**config.mk**
```make
export PLATFORM = sky130hd
export DESIGN_NAME = alu_op_sequencer
export DESIGN_NICKNAME = d
export VERILOG_FILES = /design/src/rtl/alu_op_sequencer.sv
export SDC_FILE = /design/constraint.sdc
export NUM_CORES = 1
export LEC_CHECK = 0
export CORE_MARGIN = 1.5
export CORE_UTILIZATION = 54
export CTS_CLUSTER_DIAMETER = 30
export CTS_CLUSTER_SIZE = 14
export DETAILED_ROUTE_END_ITERATION = 7
export PLACE_DENSITY = 0.81
export SYNTH_ARGS = -nofsm -noshare
export SYNTH_HDL_FRONTEND = slang
export SYNTH_SLANG_ARGS = --single-unit
```
**constraint.sdc**
```tcl
create_clock -name clk -period 6.4 [get_ports clk]
set_clock_uncertainty 0.15 [all_clocks]
set_input_delay 1.6 -clock clk [delete_from_list [all_inputs] [get_ports clk]]
set_output_delay 1.6 -clock clk [all_outputs]
set_load 0.02 [all_outputs]
```
**src/rtl/alu_op_sequencer.sv**
```systemverilog
// ALU operation sequencer: accepts requests over valid/ready and drives a
// combinational ALU. Single-pass ops take one ALU cycle. MUL and DIV are
// iterated WIDTH times through the ALU's ADD/SUB (shift-add / restoring).
module alu_op_sequencer #(
  parameter int WIDTH = 32,
  parameter int SEL_W = 4
) (
  input  logic             clk,
  input  logic             reset,
  input  logic             req_valid,
  output logic             req_ready,
  input  logic [SEL_W-1:0] req_op,
  input  logic [WIDTH-1:0] req_a,
  input  logic [WIDTH-1:0] req_b,
  output logic             resp_valid,
  input  logic             resp_ready,
  output logic [WIDTH-1:0] resp_result,
  output logic             resp_carry,
  output logic             resp_err,
  output logic [WIDTH-1:0] alu_a,
  output logic [WIDTH-1:0] alu_b,
  output logic [SEL_W-1:0] alu_sel,
  input  logic [WIDTH-1:0] alu_out,
  input  logic             alu_carry
);

  localparam int CNT_W = $clog2(WIDTH);
  localparam logic [SEL_W-1:0] OP_ADD = SEL_W'(0);
  localparam logic [SEL_W-1:0] OP_SUB = SEL_W'(1);
  localparam logic [SEL_W-1:0] OP_MUL = SEL_W'(2);
  localparam logic [SEL_W-1:0] OP_DIV = SEL_W'(3);
  localparam logic [SEL_W-1:0] OP_BAD0 = SEL_W'(14);
  localparam logic [SEL_W-1:0] OP_BAD1 = SEL_W'(15);

  typedef enum logic [2:0] {IDLE, EXEC, MUL_LOOP, DIV_LOOP, DONE} state_t;

  state_t             state;
  logic [CNT_W-1:0]   cnt;
  logic [SEL_W-1:0]   op_q;
  logic [WIDTH-1:0]   a_q;
  logic [WIDTH-1:0]   b_q;
  // work: MUL accumulator / DIV partial remainder
  // mc:   MUL shifted multiplicand
  // sh:   MUL multiplier (shifted right) / DIV dividend-quotient (shifted left)
  logic [WIDTH-1:0]   work;
  logic [WIDTH-1:0]   mc;
  logic [WIDTH-1:0]   sh;

  logic               accept;
  logic               last_iter;
  logic               illegal;
  logic               div_zero;
  logic [WIDTH-1:0]   p;
  logic               p_ge_b;

  assign req_ready = (state == IDLE) && !reset;
  assign accept    = req_valid && req_ready;
  assign last_iter = (cnt == CNT_W'(WIDTH - 1));
  assign illegal   = (op_q == OP_BAD0) || (op_q == OP_BAD1);
  assign div_zero  = (op_q == OP_DIV) && (b_q == '0);
  assign p         = {work[WIDTH-2:0], sh[WIDTH-1]};
  assign p_ge_b    = (p >= b_q);

  // Drive ALU inputs from the current state; idle/done/no-op cycles present zeros.
  always_comb begin
    alu_a   = '0;
    alu_b   = '0;
    alu_sel = OP_ADD;
    case (state)
      EXEC: begin
        if (!illegal && !div_zero) begin
          alu_a   = a_q;
          alu_b   = b_q;
          alu_sel = op_q;
        end
      end
      MUL_LOOP: begin
        alu_a   = work;
        alu_b   = mc;
        alu_sel = OP_ADD;
      end
      DIV_LOOP: begin
        alu_a   = p;
        alu_b   = b_q;
        alu_sel = OP_SUB;
      end
      default: ;
    endcase
  end

  // Control FSM: sequencing, iteration count and the registered response.
  always_ff @(posedge clk) begin
    if (reset) begin
      state       <= IDLE;
      cnt         <= '0;
      resp_valid  <= 1'b0;
      resp_result <= '0;
      resp_carry  <= 1'b0;
      resp_err    <= 1'b0;
    end else begin
      case (state)
        IDLE: begin
          cnt <= '0;
          if (accept) begin
            if (req_op == OP_MUL)
              state <= MUL_LOOP;
            else if ((req_op == OP_DIV) && (req_b != '0))
              state <= DIV_LOOP;
            else
              state <= EXEC;
          end
        end
        EXEC: begin
          resp_valid  <= 1'b1;
          resp_result <= illegal ? '0 : (div_zero ? '1 : alu_out);
          resp_carry  <= (illegal || div_zero) ? 1'b0 : alu_carry;
          resp_err    <= illegal || div_zero;
          state       <= DONE;
        end
        MUL_LOOP: begin
          cnt <= cnt + 1'b1;
          if (last_iter) begin
            resp_valid  <= 1'b1;
            resp_result <= sh[0] ? alu_out : work;
            resp_carry  <= 1'b0;
            resp_err    <= 1'b0;
            state       <= DONE;
          end
        end
        DIV_LOOP: begin
          cnt <= cnt + 1'b1;
          if (last_iter) begin
            resp_valid  <= 1'b1;
            resp_result <= {sh[WIDTH-2:0], p_ge_b};
            resp_carry  <= 1'b0;
            resp_err    <= 1'b0;
            state       <= DONE;
          end
        end
        DONE: begin
          if (resp_ready) begin
            resp_valid <= 1'b0;
            state      <= IDLE;
          end
        end
        default: state <= IDLE;
      endcase
    end
  end

  // Datapath registers: operands latch on accept, loop state advances per iteration.
  always_ff @(posedge clk) begin
    if (accept) begin
      op_q <= req_op;
      a_q  <= req_a;
      b_q  <= req_b;
      work <= '0;
      mc   <= req_a;
      sh   <= (req_op == OP_MUL) ? req_b : req_a;
    end else if (state == MUL_LOOP) begin
      if (sh[0])
        work <= alu_out;
      mc <= mc << 1;
      sh <= sh >> 1;
    end else if (state == DIV_LOOP) begin
      work <= p_ge_b ? alu_out : p;
      sh   <= {sh[WIDTH-2:0], p_ge_b};
    end
  end

endmodule

```
==> flow_summary_export.csv, run 1 <==
group,metric,value,unit
finish,insertedDiodeCount,0,
synth,synth_cells,1345,
setup_path,cp_max_fo,34,
pwr,irDropWorstVdd,207.8,uV
synth,synth.avg_cell_area,9.171,um^2
routing,viasPerCell,6.512,
pwr,p_per_area,298.9,mW/mm^2
hold_path,hold_end,"resp_err",
sta,clock.fmax,181.6,MHz
synth,ys.flop_type,"edfxtp_1",
hold_path,min_from,"resp_err",
place,port-buffer-count,208,
setup_path,cpLargestDelayFamily,"buffers and inverters",
sta,drv_slew,0,
synth,synth-edff-count,132,
pwr,seqPwrFrac,35.3,%
clocking,cts.sinks,207,
routing,finalWirelength,40.69,mm
routing,ant_nets,0,
sta,setup_viol,0,
die,die_y,154.1,um
clocking,hold_buffers,0,
finish,syn_to_final_growth,29.67,%
pwr,combPwrFrac,15.1,%
routing,drt_iter0_drc,1321,
clocking,clkLatencyLatePin,530,ps
clocking,clk_path_buf_depth,3,
setup_path,crit_chain,"nor4_1 > nand3_1 > nor4_4 > buf_4 > nor4_2 > nand2b_1 > buf_4 > a22o_1 > clkdlybuf4s50_1",
sta,totalNegativeSetupSlack,0,ps
sta,hold_viol,0,
pwr,p_sw,1305,uW
setup_path,critPathLaunchType,"flop",
setup_path,crit_path_top_delay_cell,"nor4_1",
die,die_w,154.1,um
synth,synth-seq-area-share,44.31,%
sta,worstMarginPinSlew,1187,ps
finish,drive_above_1_share,9.269,%
setup_path,path_buf_inv,3,
routing,vias,11830,
clocking,htreeDepth,2,
setup_path,crit_top_cell,"buf_4",
place,post-place-cells,1738,
pwr,cellLeakagePower,0.006032,uW
setup_path,r2r-start,"b_q[12]",
finish,nNetsFinal,1638,
die,start_util,54.81,%
clocking,cts_tree,"yes",
routing,drc,0,
die,std_cell_rows,55,
setup_path,reg2reg_depth,8,
clocking,postCtsSetupRepairBufs,0,
job,drv_cap,0,
global_route,grt_max_degree,100,
sta,hold-worst-slack,313.9,ps
routing,wire_per_inst,22.39,um
synth,async_flop_share,0,%
clocking,cts_buffers,44,
clocking,cts_resized,0,
place,dpl_cell_area,0.01445,mm^2
clocking,cts.clk_slew.worst_paths,50,ps
die,io_pins,209,
setup_path,cp-end-kind,"output port",
clocking,cts_root_buf,"clkbuf_16",
die,fp.dieArea,0.02376,mm^2
place,gp_congestion,0.9047,
place,hpwl,26.54,mm
sta,slew_headroom,20.32,%
hold_path,hold_class,"reg -> reg",
finish,final_cell_area,0.01599,mm^2
synth,ys_ff_latch,207,
routing,dr.pass1.iters,6,
pwr,switching_share,27.30,%
setup_path,critPathMaxStageDelay,570,ps
setup_path,rr_endpoint,"sh[0]",
setup_path,arrival,3760,ps
sta,timing.final.crit_share,86.05,%
global_route,antenna_found_initial,0,
sta,rsz0062_at_grt,"false",
global_route,overflow,0,
global_route,grt_usage,33.87,%
hold_path,whs_path_depth,2,
setup_path,crit_type,"reg -> out",
setup_path,crit_required,4650,ps
pwr,p_int,3475,uW
sta,min_period,5507,ps
synth,synth_area,0.01233,mm^2
pwr,p_total,4780,uW
global_route,grt_pass1_vias,11220,
die,core-area,0.02250,mm^2
global_route,grt_pass1_wl,63.22,mm
synth,synth_nets,1484,
setup_path,setup.worst_path.start,"b_q[12]",
setup_path,ff2ff_setup_slack,2230,ps
status,status,"finished, final reports clean",
synth,synth_cell_type_count,52,
synth,ys.warnings.count,0,
pwr,clock_power_share,49.6,%
finish,fin_cells,1817,
Yosys cell counts, types with 33 or more instances:
| cell type | count | share of area (%) |
|---|---|---|
| a21oi_1 | 82 | 3.3 |
| edfxtp_1 | 132 | 32 |
| o21ai_1 | 67 | 2.7 |
| nand2_1 | 251 | 7.6 |
| mux2i_1 | 48 | 3.9 |
| nor2b_1 | 33 | 1.7 |
| clkbuf_1 | 89 | 2.7 |
| a211oi_1 | 63 | 3.8 |
| o21ai_0 | 67 | 2.7 |
| dfxtp_1 | 75 | 12 |
| nor2_1 | 62 | 1.9 |
| inv_1 | 33 | 1.0 |
| ha_1 | 34 | 3.4 |
cell type report:
cell class	count	area, um^2
tap	285	356.6
inverter	34	130.1
clock inverter	27	351.6
clock buffer	52	1194
fill	1635	6509
sequential	207	5469
multi-input combinational	985	6269
timing repair buffer	227	2225
state kept, by name, indices dropped and copies added, names as in the netlist, 4 cells and up:
| signal | cells |
|---|---|
| op_q | 4 |
| work | 32 |
| cnt | 5 |
| a_q | 32 |
| resp_result | 32 |
| b_q | 32 |
| mc | 32 |
| sh | 32 |
worst reg2reg max path, cell delays in order (launching register included):
cell and delay (ps):
edfxtp_1 480, inv_1 80, ha_1 310, nand4_2 130
nor3_2 210, or4b_4 490, a31oi_4 810, or2_2 1020
o221a_1 350
routing by layer:
metal / up-vias / GRT usage (%) / part of all wire, %
met5: - / 0 / 0
met4: 0 / 14.10 / 3.8
met3: 123 / 8.991 / 13
met2: 818 / 49.24 / 43
met1: 5561 / 47.73 / 40
li1: 5330 / - / -
cells in the final DEF, fill, tap and decap left out, types with 6 or more instances in the layout:
cell	count
o21ai_0	67
a21boi_0	16
o21ai_1	67
a31oi_1	30
a211oi_1	63
clkbuf_16	46
nand2b_1	20
mux2i_1	48
inv_1	33
a21oi_1	81
edfxtp_1	132
dfxtp_1	74
nand2_1	250
buf_4	19
a22oi_1	20
bufinv_16	7
clkdlybuf4s50_1	208
o211a_1	32
nor2_1	60
a22o_1	32
o221ai_2	30
ha_1	34
clkinvlp_4	7
nand4_1	6
nor4_1	14
o211ai_1	32
nor2b_1	32
kinds of logic (layout without fill, tap and decap cells):
logic type / Yosys count / count (layout) / share of synthesized area [%]
AND/OR/NAND/NOR: 413 / 413 / 14.84
adder cells (fa/ha/maj): 34 / 34 / 3.449
AO/OA/AOI/OAI: 488 / 488 / 28.03
multiplexers: 50 / 50 / 4.078
buffers and inverters: 153 / 340 / 5.295
flip-flops: 207 / 207 / 44.31
power by group through the flow:
| stage | logic, uW | clock network (uW) | registers, uW |
|---|---|---|---|
| finish | 721 | 2370 | 1690 |
| global route | 785 | 2440 | 1690 |
| CTS | 711 | 2370 | 1680 |
| detailed placement | 699 | 0 | 1700 |
| global placement | 677 | 0 | 1690 |
| floorplan | 457 | 0 | 1650 |
through the flow:
stage          setup WS [ps]  utilization (%)
3_3_place_gp            1424            64.21
3_5_place_dp            1392            64.21
5_1_grt                831.7            71.08
4_1_cts                 1017            71.08
6_report               892.7            71.08
2_1_floorplan          957.7                -
worst max-delay path by stage:
stage               cells after the start         to
finish                                  9   alu_b[0]
global route                            9  alu_b[24]
CTS                                     9   alu_b[0]
detailed placement                      3  req_ready
global placement                        3  req_ready
floorplan                               6     a_q[0]
No activity file was read; power rests on OpenSTA's default activity.
==> run 2, diff against run 1 <==
--- a/config.mk
+++ b/config.mk
@@ -10,7 +10,7 @@
 export CTS_CLUSTER_DIAMETER = 30
 export CTS_CLUSTER_SIZE = 14
 export DETAILED_ROUTE_END_ITERATION = 7
-export PLACE_DENSITY = 0.81
+export PLACE_DENSITY_LB_ADDON = 0.05
 export SYNTH_ARGS = -nofsm -noshare
 export SYNTH_HDL_FRONTEND = slang
 export SYNTH_SLANG_ARGS = --single-unit
==> constraint.sdc (replaced) <==
create_clock -name clk -period 6.4 [get_ports clk]
set_clock_uncertainty 0.15 [all_clocks]
set_input_delay 1.6 -clock clk [delete_from_list [all_inputs] [get_ports clk]]
set_output_delay 1.6 -clock clk [all_outputs]
set_load 0.005 [all_outputs]
==> run 2 against run 1 <==
Setup slack improved by 210 ps. Core utilization up 0.87 points. Final area grew 1.2%. Die area stayed put. Total power grew 4.2%. Wire length down 2.4%. Largest cell class unchanged. Register-to-register slack better by 380 ps. Critical endpoint unchanged. Critical path depth did not move. Highest routed layer is now met5. Clock power grew 11%.
==> flow_summary_export.csv, run 2 (same netlist as run 1, synthesis figures left out) <==
group,metric,value,unit
status,status,"finished, final reports clean",
clocking,cts_tree,"yes",
setup_path,reg2reg_depth,9,
job,drv_cap,0,
place,port-buffer-count,208,
place,gp_congestion,0.9042,
pwr,p_per_area,307.5,mW/mm^2
finish,nNetsFinal,1644,
die,start_util,54.81,%
sta,slew_headroom,15.48,%
routing,finalWirelength,39.71,mm
pwr,combPwrFrac,13.5,%
sta,min_period,5298,ps
clocking,htreeDepth,2,
place,dpl_cell_area,0.01446,mm^2
setup_path,ff2ff_setup_slack,2610,ps
die,core-area,0.02250,mm^2
routing,vias,11570,
sta,worstMarginPinSlew,1259,ps
global_route,grt_pass1_wl,61.69,mm
global_route,grt_pass1_vias,10790,
clocking,cts.sinks,207,
setup_path,cp_max_fo,34,
setup_path,critPathLaunchType,"flop",
finish,num-fill-cells,1718,
setup_path,crit_type,"reg -> out",
finish,drive_above_1_share,9.527,%
pwr,switching_share,25.82,%
routing,drt_iter0_drc,1329,
clocking,postCtsSetupRepairBufs,0,
pwr,p_sw,1285,uW
sta,setup_viol,0,
sta,clock.fmax,188.7,MHz
sta,hold_viol,0,
die,std_cell_rows,55,
pwr,p_int,3694,uW
finish,fin_util,71.95,%
sta,rsz0062_at_grt,"false",
routing,wire_per_inst,21.72,um
finish,final_cell_mix,"nand2_1, clkdlybuf4s50_1, edfxtp_1, a21oi_1, dfxtp_1",
global_route,antenna_found_initial,1,
setup_path,crit_required,4650,ps
sta,timing.final.crit_share,82.79,%
finish,final_cell_area,0.01619,mm^2
pwr,clock_power_share,52.6,%
pwr,irDropWorstVdd,207.1,uV
hold_path,whs_path_depth,2,
routing,dr.pass1.iters,5,
sta,drv_slew,0,
clocking,cts_buffers,49,
routing,viasPerCell,6.327,
clocking,clkLatencyLatePin,540,ps
pwr,cellLeakagePower,0.006122,uW
clocking,hold_buffers,0,
clocking,cts.clk_slew.worst_paths,50,ps
die,die_y,154.1,um
place,hpwl,26.07,mm
pwr,seqPwrFrac,33.9,%
hold_path,hold_class,"reg -> reg",
global_route,grt_max_degree,100,
finish,insertedDiodeCount,0,
global_route,grt_usage,33.15,%
clocking,cts_resized,0,
finish,fin_cells,1828,
finish,final_common_cell,"nand2_1",
die,die_w,154.1,um
finish,multi_input_area,0.006269,mm^2
place,post-place-cells,1739,
routing,ant_nets,0,
clocking,clk_path_buf_depth,3,
setup_path,cp-end-kind,"output port",
finish,syn_to_final_growth,31.26,%
finish,regArea,0.005469,mm^2
clocking,cts_root_buf,"clkbuf_16",
sta,totalNegativeSetupSlack,0,ps
die,io_pins,209,
die,fp.dieArea,0.02376,mm^2
routing,drc,0,
global_route,overflow,0,
setup_path,arrival,3550,ps
==> run 2: stage by stage <==
stage                     hold slack [ps]  total power, uW  worst slack (ps)
after global placement              293.6             2341              1699
after detailed placement            302.8             2360              1638
after global routing                338.8             5142             922.3
final                               307.5             4979              1102
after floorplan                     302.7             2070              1271
after CTS                           311.4             4976              1137
==> run 2: worst paths after layout <==
check / startpoint / to
setup reg to reg: b_q[12] / sh[0]
hold reg to reg: resp_err / resp_err
setup / recovery: b_q[12] / alu_b[0]
hold / removal: resp_err / resp_err
==> run 2: power by group through the flow <==
stage	Sequential, uW	Combinational [uW]	Clock, uW
finish	1690	674	2620
global route	1690	741	2710
CTS	1680	669	2630
detailed placement	1700	662	0
global placement	1700	646	0
floorplan	1630	437	0
==> run 2: final cells by class <==
class | instances | share of cell area, %
multi-input combinational | 985 | 38.72
sequential | 207 | 33.78
timing repair buffer | 228 | 13.79
clock buffer | 60 | 8.277
clock inverter | 29 | 2.434
tap | 285 | 2.202
inverter | 34 | 0.8037
==> run 2: worst max-delay path: stages, from the launching register on <==
cell and delay, ps:
edfxtp_1 490, nor4_1 440, nand3_1 210, nor4_4 170
buf_4 400, nor4_2 90, nand2b_1 190, buf_4 260
a22o_1 240, clkdlybuf4s50_1 500
==> run 2: per-layer routing <==
metal,wire [um],track usage [%]
met1,17230,48.61
met4,779,9.616
met5,15,0
met3,5136,10.12
met2,16550,46.91
